**src/rtl/dtree_pkg.sv**
```systemverilog
// Decision-tree walker shared types: node entry layout, field widths and the
// node table constant.
package dtree_pkg;

    localparam int unsigned FEAT_W      = 8;
    localparam int unsigned IDX_W       = 4;
    localparam int unsigned FSEL_W      = 3;
    localparam int unsigned WM1_W       = 3;
    localparam int unsigned CLS_W       = 5;
    localparam int unsigned TABLE_DEPTH = 16;

    localparam logic [CLS_W-1:0] CLS_ERR = 5'd31;

    typedef struct packed {
        logic              leaf;
        logic [FSEL_W-1:0] feat_idx;
        logic [WM1_W-1:0]  wm1;
        logic [FEAT_W-1:0] thr;
        logic [IDX_W-1:0]  lo;
        logic [IDX_W-1:0]  hi;
        logic [CLS_W-1:0]  cls;
    } node_t;

    function automatic node_t mk_leaf(input logic [CLS_W-1:0] cls);
        node_t n;
        n      = '0;
        n.leaf = 1'b1;
        n.cls  = cls;
        return n;
    endfunction

    function automatic node_t mk_cmp(input logic [FSEL_W-1:0] feat_idx,
                                     input logic [WM1_W-1:0]  wm1,
                                     input logic [FEAT_W-1:0] thr,
                                     input logic [IDX_W-1:0]  lo,
                                     input logic [IDX_W-1:0]  hi);
        node_t n;
        n          = '0;
        n.feat_idx = feat_idx;
        n.wm1      = wm1;
        n.thr      = thr;
        n.lo       = lo;
        n.hi       = hi;
        return n;
    endfunction

    // Node 6 loops on itself for f6=0xFF; node 11 selects a nonexistent feature.
    localparam node_t NODE_TABLE [TABLE_DEPTH] = '{
        mk_cmp(3'd6, 3'd2, 8'h00, 4'd1,  4'd2),
        mk_leaf(5'd20),
        mk_cmp(3'd6, 3'd1, 8'h00, 4'd3,  4'd4),
        mk_leaf(5'd25),
        mk_cmp(3'd0, 3'd7, 8'h80, 4'd5,  4'd6),
        mk_cmp(3'd1, 3'd3, 8'hF7, 4'd7,  4'd8),
        mk_cmp(3'd6, 3'd7, 8'hFE, 4'd9,  4'd6),
        mk_leaf(5'd3),
        mk_leaf(5'd9),
        mk_cmp(3'd2, 3'd0, 8'hFE, 4'd10, 4'd11),
        mk_leaf(5'd12),
        mk_cmp(3'd7, 3'd0, 8'h00, 4'd0,  4'd0),
        mk_leaf(CLS_ERR),
        mk_leaf(CLS_ERR),
        mk_leaf(CLS_ERR),
        mk_leaf(CLS_ERR)
    };

endpackage

```
**src/rtl/dtree_walker_node_rom.sv**
```systemverilog
// Combinational node table lookup; unused slots hold error-class leaves.
import dtree_pkg::*;

module dtree_node_rom (
    input  logic [IDX_W-1:0] idx,
    output node_t            node
);

    assign node = NODE_TABLE[idx];

endmodule

```
**src/rtl/dtree_walker.sv**
```systemverilog
// Streams in one feature vector, walks the decision tree one node per cycle
// and presents the predicted class (or an abort) until consumed.
import dtree_pkg::*;

module dtree_walker #(
    parameter int unsigned N_FEAT    = 7,
    parameter int unsigned N_NODES   = 16,
    parameter int unsigned MAX_STEPS = 15
) (
    input  logic       clk,
    input  logic       rst,
    input  logic       in_valid,
    output logic       in_ready,
    input  logic [7:0] in_data,
    output logic       out_valid,
    input  logic       out_ready,
    output logic [4:0] out_class,
    output logic       out_err,
    output logic       busy
);

    localparam int unsigned NODE_W = $clog2(N_NODES);
    localparam int unsigned STEP_W = $clog2(MAX_STEPS + 1);

    localparam logic [1:0] S_LOAD = 2'd0;
    localparam logic [1:0] S_WALK = 2'd1;
    localparam logic [1:0] S_DONE = 2'd2;

    logic [1:0]        state, state_d;
    logic [2:0]        fcnt, fcnt_d;
    logic [NODE_W-1:0] node_idx, node_d;
    logic [STEP_W-1:0] steps, steps_d;
    logic [4:0]        cls_d;
    logic              err_d;
    logic              in_ready_d, out_valid_d, busy_d;
    logic              feat_we;

    logic [7:0]        feat_q [N_FEAT];
    node_t             cur;

    logic [7:0]        feat_sel, slice, thr_m;
    logic [2:0]        shamt;
    logic              feat_bad, take_lo, last_step, last_feat;

    dtree_node_rom u_rom (
        .idx  (IDX_W'(node_idx)),
        .node (cur)
    );

    // Shared comparator: top W bits of the selected feature against thr[W-1:0].
    always_comb begin
        feat_bad  = 32'(cur.feat_idx) >= N_FEAT;
        feat_sel  = feat_bad ? 8'h00 : feat_q[cur.feat_idx];
        shamt     = 3'd7 - cur.wm1;
        slice     = feat_sel >> shamt;
        thr_m     = cur.thr & (8'hFF >> shamt);
        take_lo   = slice <= thr_m;
        last_step = 32'(steps) == (MAX_STEPS - 1);
        last_feat = 32'(fcnt) == (N_FEAT - 1);
    end

    always_comb begin
        state_d = state;
        fcnt_d  = fcnt;
        node_d  = node_idx;
        steps_d = steps;
        cls_d   = out_class;
        err_d   = out_err;
        feat_we = 1'b0;
        case (state)
            S_LOAD: begin
                if (in_valid && in_ready) begin
                    feat_we = 1'b1;
                    if (last_feat) begin
                        fcnt_d  = 3'd0;
                        node_d  = '0;
                        steps_d = '0;
                        state_d = S_WALK;
                    end else begin
                        fcnt_d = fcnt + 3'd1;
                    end
                end
            end
            S_WALK: begin
                if (cur.leaf) begin
                    cls_d   = cur.cls;
                    err_d   = 1'b0;
                    state_d = S_DONE;
                end else if (feat_bad || last_step) begin
                    cls_d   = CLS_ERR;
                    err_d   = 1'b1;
                    state_d = S_DONE;
                end else begin
                    node_d  = NODE_W'(take_lo ? cur.lo : cur.hi);
                    steps_d = steps + STEP_W'(1);
                end
            end
            S_DONE: begin
                if (out_ready) begin
                    state_d = S_LOAD;
                end
            end
            default: state_d = S_LOAD;
        endcase
        in_ready_d  = state_d == S_LOAD;
        out_valid_d = state_d == S_DONE;
        busy_d      = state_d != S_LOAD;
    end

    always_ff @(posedge clk or posedge rst) begin
        if (rst) begin
            state     <= S_LOAD;
            fcnt      <= 3'd0;
            node_idx  <= '0;
            steps     <= '0;
            in_ready  <= 1'b1;
            out_valid <= 1'b0;
            out_class <= 5'd0;
            out_err   <= 1'b0;
            busy      <= 1'b0;
        end else begin
            state     <= state_d;
            fcnt      <= fcnt_d;
            node_idx  <= node_d;
            steps     <= steps_d;
            in_ready  <= in_ready_d;
            out_valid <= out_valid_d;
            out_class <= cls_d;
            out_err   <= err_d;
            busy      <= busy_d;
        end
    end

    // Feature storage carries no reset; a partial sample is simply overwritten.
    always_ff @(posedge clk) begin
        if (feat_we) begin
            feat_q[fcnt] <= in_data;
        end
    end

endmodule

```
**config.mk**
```make
export PLATFORM = sky130hd
export DESIGN_NAME = dtree_walker
export DESIGN_NICKNAME = d
export VERILOG_FILES = /design/src/rtl/dtree_pkg.sv /design/src/rtl/dtree_walker_node_rom.sv /design/src/rtl/dtree_walker.sv
export SDC_FILE = /design/constraint.sdc
export NUM_CORES = 1
export LEC_CHECK = 0
export BUFFER_PORTS_ARGS = -buffer_cell sky130_fd_sc_hd__clkbuf_2
export CAP_MARGIN = 20
export CELL_PAD_IN_SITES_DETAIL_PLACEMENT = 0
export CELL_PAD_IN_SITES_GLOBAL_PLACEMENT = 1
export CORE_MARGIN = 8
export CORE_UTILIZATION = 45
export DETAILED_ROUTE_END_ITERATION = 16
export PLACE_DENSITY_LB_ADDON = 0.3
export REMOVE_ABC_BUFFERS = 1
export SETUP_SLACK_MARGIN = 0.3
export SYNTH_ARGS = -nofsm -noshare
export SYNTH_HDL_FRONTEND = slang
export SYNTH_SLANG_ARGS = --single-unit
```
**constraint.sdc**
```tcl
create_clock -name clk -period 4.8 [get_ports clk]
set_input_delay 0 -clock clk [delete_from_list [all_inputs] [get_ports clk]]
set_output_delay 0 -clock clk [all_outputs]
set_load 0.05 [all_outputs]
```
Yosys cells after proc, flatten, opt, wreduce, memory -nomap -nowiden
Memories as Yosys holds them, arrays and structs flattened.
Index checks and enable logic that the tools add are counted.
{ "classes": {"n_addsub": 3, "magnitude_cmp": 3, "eq_ne": 9, "n_shift": 2, "mux": 27, "bitwise": 2, "reduce_logical": 10} }
{ "op_table": {"columns": ["cell", "n"], "rows": [
  ["$mux W28", 2],
  ["$mux W4", 7],
  ["$pmux W4 S2", 2],
  ["$mux W2", 5],
  ["$mux W5", 2],
  ["$and A8 B8 Y8", 1],
  ["$le A8 B8 Y1", 1],
  ["$mux W8", 1],
  ["$ne A2 B2 Y1 const B", 4],
  ["$shr A8 B3 Y8", 1],
  ["$shr A8 B3 Y8 const A", 1],
  ["$mux W1", 6],
  ["$pmux W2 S3", 1],
  ["$reduce_bool A2 Y1", 3],
  ["$ge A5 B5 Y1 const B", 1],
  ["$not A4 Y5", 1],
  ["$reduce_and A5 Y1", 1],
  ["$add A4 B1 Y4 const B", 1],
  ["$eq A2 B2 Y1 const B", 2],
  ["$eq A4 B4 Y1 const B", 1],
  ["$logic_not A2 Y1", 2],
  ["$reduce_and A2 Y1", 2],
  ["$add A3 B1 Y3 const B", 1],
  ["$eq A3 B3 Y1 const B", 1],
  ["6 further kinds", 6]
]} }
{ "totals": {"register_bits": 22, "mem_bits_rw": 56, "rom_bits": 448, "input_bits": 12, "out_inout_bits": 9, "word_cells": 67, "n_memories": 2} }
{ "mem_list": {"columns": ["name", "depth", "word_bits", "rd", "rd_ports_with_merged_regs", "write_ports", "line", "rtl"], "rows": [
  ["(name not given)", 16, 28, 1, 0, 0, "dtree_walker_node_rom.sv:9", "assign node = NODE_TABLE[idx];"],
  ["feat_q", 7, 8, 1, 0, 1, "dtree_walker.sv:38", "logic [7:0] feat_q [N_FEAT];"]
]} }

Depth between registers and ports, before layout
{ "depth": {"depth_word": 12, "ltp_mapped": 19, "mapped_depth_nobuf": 17} }

Modules after synthesis
Synthesis repeated with hierarchy kept, for this count alone.
{ "hier_totals": {"cells_unflattened": 353, "hier_area_um2": 4147.7} }
{ "modules_own_cells": {"columns": ["mod", "instances", "cells_per_inst", "area_per_inst_um2", "seq_area_each_um2"], "rows": [
  ["dtree_walker", 1, 289, 3756.1, 2233.4],
  ["dtree_node_rom", 1, 64, 391.6, 0.0]
]} }

Worst setup path after synthesis
No wires, ideal clock.
{ "synth_path": {"path_type": "register to register", "from": "register node_idx[0]", "to": "register node_idx[3]", "setup_ns": 0.133, "arrival_ns": 4.130, "required_time_ns": 4.667, "path_slack_ns": 0.537, "path_stages_with_launch": 19, "n_path_buf": 1, "synth_period_minus_slack_ns": 4.263, "cell_sequence": "dfrtp_1 > clkbuf_1 > inv_1 > ha_1 > nand2_1 > a21oi_1 > nor2_1 > a211oi_1 > o311ai_2 > o221ai_1 > a221o_1 > ha_1 > nor2b_1 > o211ai_1 > a21oi_1 > o21ai_1 > mux2_2 > a21oi_1 > o21ai_0"} }
{ "synth_via": {"elab_chain_cells": 12, "word_cells_on_any_way": 20, "classes_between": "add/sub: 1; order compare: 2; eq/ne: 2; shift: 2; mux: 7; bitwise: 2; reduce/logical: 2; memory: 2"} }
{ "synth_lines": {"columns": ["element", "line", "rtl"], "rows": [
  ["start: declaration", "dtree_walker.sv:31", "logic [NODE_W-1:0] node_idx, node_d;"],
  ["start signal: assignment", "dtree_walker.sv:124", "node_idx <= node_d;"],
  ["$not A4 Y5 (not written as such) *", "dtree_walker_node_rom.sv:9", null],
  ["$mem_v2 Z16 W28 *", null, null],
  ["$mux W28 (not written as such) * (2 in series)", "dtree_walker_node_rom.sv:9", null],
  ["$sub A3 B3 Y3, or another cell as far along", "dtree_walker.sv:54", "shamt = 3'd7 - cur.wm1;"],
  ["$shr A8 B3 Y8 or $mux W8 (tied branches)", "dtree_walker.sv:56, dtree_walker.sv:53", null],
  ["$and A8 B8 Y8 or $shr A8 B3 Y8 (tied branches)", "dtree_walker.sv:56, dtree_walker.sv:55", null],
  ["$le A8 B8 Y1", "dtree_walker.sv:57", "take_lo = slice <= thr_m;"],
  ["$mux W4", "dtree_walker.sv:94", "node_d = NODE_W'(take_lo ? cur.lo : cur.hi);"],
  ["$mux W4", "dtree_walker.sv:89", "end else if (feat_bad || last_step) begin"],
  ["$mux W4", "dtree_walker.sv:85", "if (cur.leaf) begin"],
  ["$pmux W4 S2", "dtree_walker.sv:70", "case (state)"]
]} }
Mark *: on every way between the ends. The rest lies on a longest branch, timed or not. The select of a mux whose other input is x is not followed.
A chain may end at the register's enable or synchronous reset.

Worst setup path after layout
{ "layout_path": {"from": "register node_idx[1]", "to": "register node_idx[3]"} }
The elaborated chain is that of the path after synthesis.

==> metrics.txt <==
Post-synth ARST share between 20 and 30%; Leak 1.89 nW; Area Growth Syn to Fin 14.1%; worst setup margin just over 0.6 ns; post-place setup slack 0.372 ns; VDD IR max 0.262 mV; most frequent cell after synthesis edfxtp_1; vias per inst 6.06; Critical Path RT 5.03 ns; root buffer cell clkbuf_8; Slew HR a little under two fifths; largest net degree at the start of global routing 36; R2R depth 19; Worst Hold Launch in_valid; crit-path cells inv_1 > ha_2 > buf_4 > nand2_1 > a21oi_1 > a31oi_1 > a21oi_1 > a221o_1 > o221ai_1 > a221o_1 > ha_1 > nor2b_1 > o211ai_1 > a21oi_1 > o21ai_1 > buf_4 > mux2_2 > a21oi_1 > o21ai_0; Crit path top cell by count a21oi_1; RSZ-0062 raised after global routing false; Synth area leaders edfxtp_1 (36%), dfrtp_1 (12%), ha_1 (4.5%), o21ai_0 (3.6%), a21oi_1 (3.4%); post-synth top area cell edfxtp_1; Bufs on Longest Clock Path 2; Reg-to-Reg Start node_idx[1]$_DFFE_PP0P_; Residual DRC 0; Ys Warns 0; H-tree levels 3; final setup vio count 0; Critical Path Slowest Stage Cell dfrtp_2; run status complete, no violations; antenna violations before repair 0; register area share after synthesis between 40% and 50%; worst slew pin tran 0.935 ns; layout cells sized above 1 approximately 18%; # diodes 0; Post-synth top cells edfxtp_1 (53), nand2_1 (40), o21ai_0 (32); Crit path largest cell delay roughly 0.5 ns; Yosys top cell area share between 30% and 40%; worst-path fanout max 10; EDFF count, synth 53; Post-Syn Instances 443; vias in the first global route 3630; Max Slew Vio Count 0; row count 36; Reg2Reg Setup Slack approximately 0.61 ns; Sum Neg Setup Slack 0 ns; Die Ht roughly 120 um; final period utilization 87.2%; clk_lat worst skew 0.36 ns; clk sink count 75; num ports 21; crit path capture type flop; Clock transition at path regs 0.08 ns; Max Clock Freq ~240 MHz; hold depth 4; minimum clock period 4.19 ns; total number of vias 3715; first-pass GRT wire length 19300 um; WL final about 12000 um; CP Class reg -> reg; core area 9680 um^2; CTS tree yes; initial core utilization 46.0%; WHS Endpoint fcnt[1]$_DFFE_PP0P_; routed length per instance 19.1 um; global placement routability congestion 0.910; drt pass-1 iters 5; PortBufs 20; syn avg cell area 10.1 um^2; Pwr per Cell Area 751 nW/um^2; gr usage total 18.6%; arrival time at the worst endpoint between 4 and 5 ns; Cell variety after synth 63; Die X 116 um; CTS buffer count 9; Seq cells post-synth between 70 and 80; FF-to-FF End node_idx[3]$_DFFE_PP0P_; Die Area between 10000 and 15000 um^2; final-layout fill cell count around 870; Primary FF master, synth edfxtp_1; setup bufs post-CTS 0; total global routing overflow 0; hpwl dp 8500 um; Max Cap Viol 0; Tot Pwr 0.00382 W; final number of hold-violating endpoints 0; CP top delay family compound AO/OA/AOI/OAI gates; DRT antenna net count 0; nets 503; Setup Skew 0.0117 ns; Startpoint Class flop; Bufs and invs on worst path 3; mapped cell area 4460 um^2; DRT iter0 DRCs 267; Hold Crit Class in -> reg
## placed cells by master (no fill, tap or decap), types with 5 or more instances in the layout
cell type      netlist  final
a221o_1              8      8
o22ai_1             14     14
a21oi_1             30     28
nor3_1              13     11
nor2b_1             11     10
a22oi_1              5      5
o21ai_0             32     32
a22o_1              10     10
dlygate4sd3_1        0     10
or2_2                6      6
o211ai_1             9      9
nor3b_1              7      7
nand2_1             40     39
nand4_1              5      5
nand2b_1            16     16
clkbuf_8             0      9
dfrtp_1             21     18
inv_1               13     13
nand3_1             14     14
clkbuf_2             0     20
a31oi_1              7      7
ha_1                16     13
nor2_1              20     20
buf_4                6     17
a211oi_1             9      9
edfxtp_1            53     53
## repair_timing
item | CTS | global route
gates resized for setup | 0 | 14
setup endpoints to repair | 0 | 4
hold buffers | 10 | 0
hold endpoints to repair | 76 | 0
## metal layers
layer	track usage (%)	share of wire, %
met4	7.36	1.7
met5	0	0
met3	3.39	5.7
met1	25.0	47
met2	29.0	46
## worst min-delay path: stages
cell	delay, ns
clkbuf_2	0.08
nand2_1	0.08
nor4_1	0.06
a22o_1	0.22
## worst max path at each step
stage                            startpoint                       to  slack (ns)  cells past startpoint
floorplan           node_idx[3]$_DFFE_PP0P_  node_idx[3]$_DFFE_PP0P_       0.003                     15
global placement    node_idx[1]$_DFFE_PP0P_  node_idx[3]$_DFFE_PP0P_        0.45                     17
detailed placement  node_idx[1]$_DFFE_PP0P_  node_idx[3]$_DFFE_PP0P_        0.37                     17
CTS                 node_idx[1]$_DFFE_PP0P_  node_idx[3]$_DFFE_PP0P_        0.34                     17
global route        node_idx[0]$_DFFE_PP0P_  node_idx[3]$_DFFE_PP0P_        0.33                     17
finish              node_idx[1]$_DFFE_PP0P_  node_idx[3]$_DFFE_PP0P_        0.61                     19
## registers in the layout, indices dropped and copies added (netlist names), 2 cells and up
register / cells
fcnt: 3
node_idx: 4
out_class: 5
feat_q: 53
state: 2
steps: 4
## per-stage QoR
| stage | instances | cell area (um^2) | hold WS [ns] | util, % |
|---|---|---|---|---|
| finish | 613 | 5090 | 0.127 | 52.5 |
| global route | 613 | 5090 | 0.148 | 52.5 |
| CTS | 613 | 5040 | 0.108 | 52.1 |
| detailed placement | 587 | 4730 | 0.197 | 48.8 |
| global placement | 587 | 4730 | 0.183 | 48.8 |
| floorplan | 417 | 4330 | -0.0115 | - |
## power breakdown
group	internal (W)	switching (W)
registers	0.000852	0.000126
logic	0.000925	0.00139
clock network	0.000290	0.000240
## cell type report
type	count	area, um^2	area share (%)
well taps	133	166	3.27
clock inverters	7	92.6	1.82
flip-flops and latches	75	2150	42.2
clock buffers	9	124	2.43
inverters	14	52.6	1.03
repair buffers	47	328	6.44
multi-input cells	328	2180	42.8
## cells by family after synthesis
group	count (synthesis)	synth area share, %
XOR/XNOR	3	0.589
buffers and inverters	40	4.12
AO/OA/AOI/OAI	154	23.8
multiplexers	8	2.02
adder cells (fa/ha/maj)	16	4.49
flip-flops	75	48.1
AND/OR/NAND/NOR	147	16.9
No activity file was read; power rests on OpenSTA's default activity.
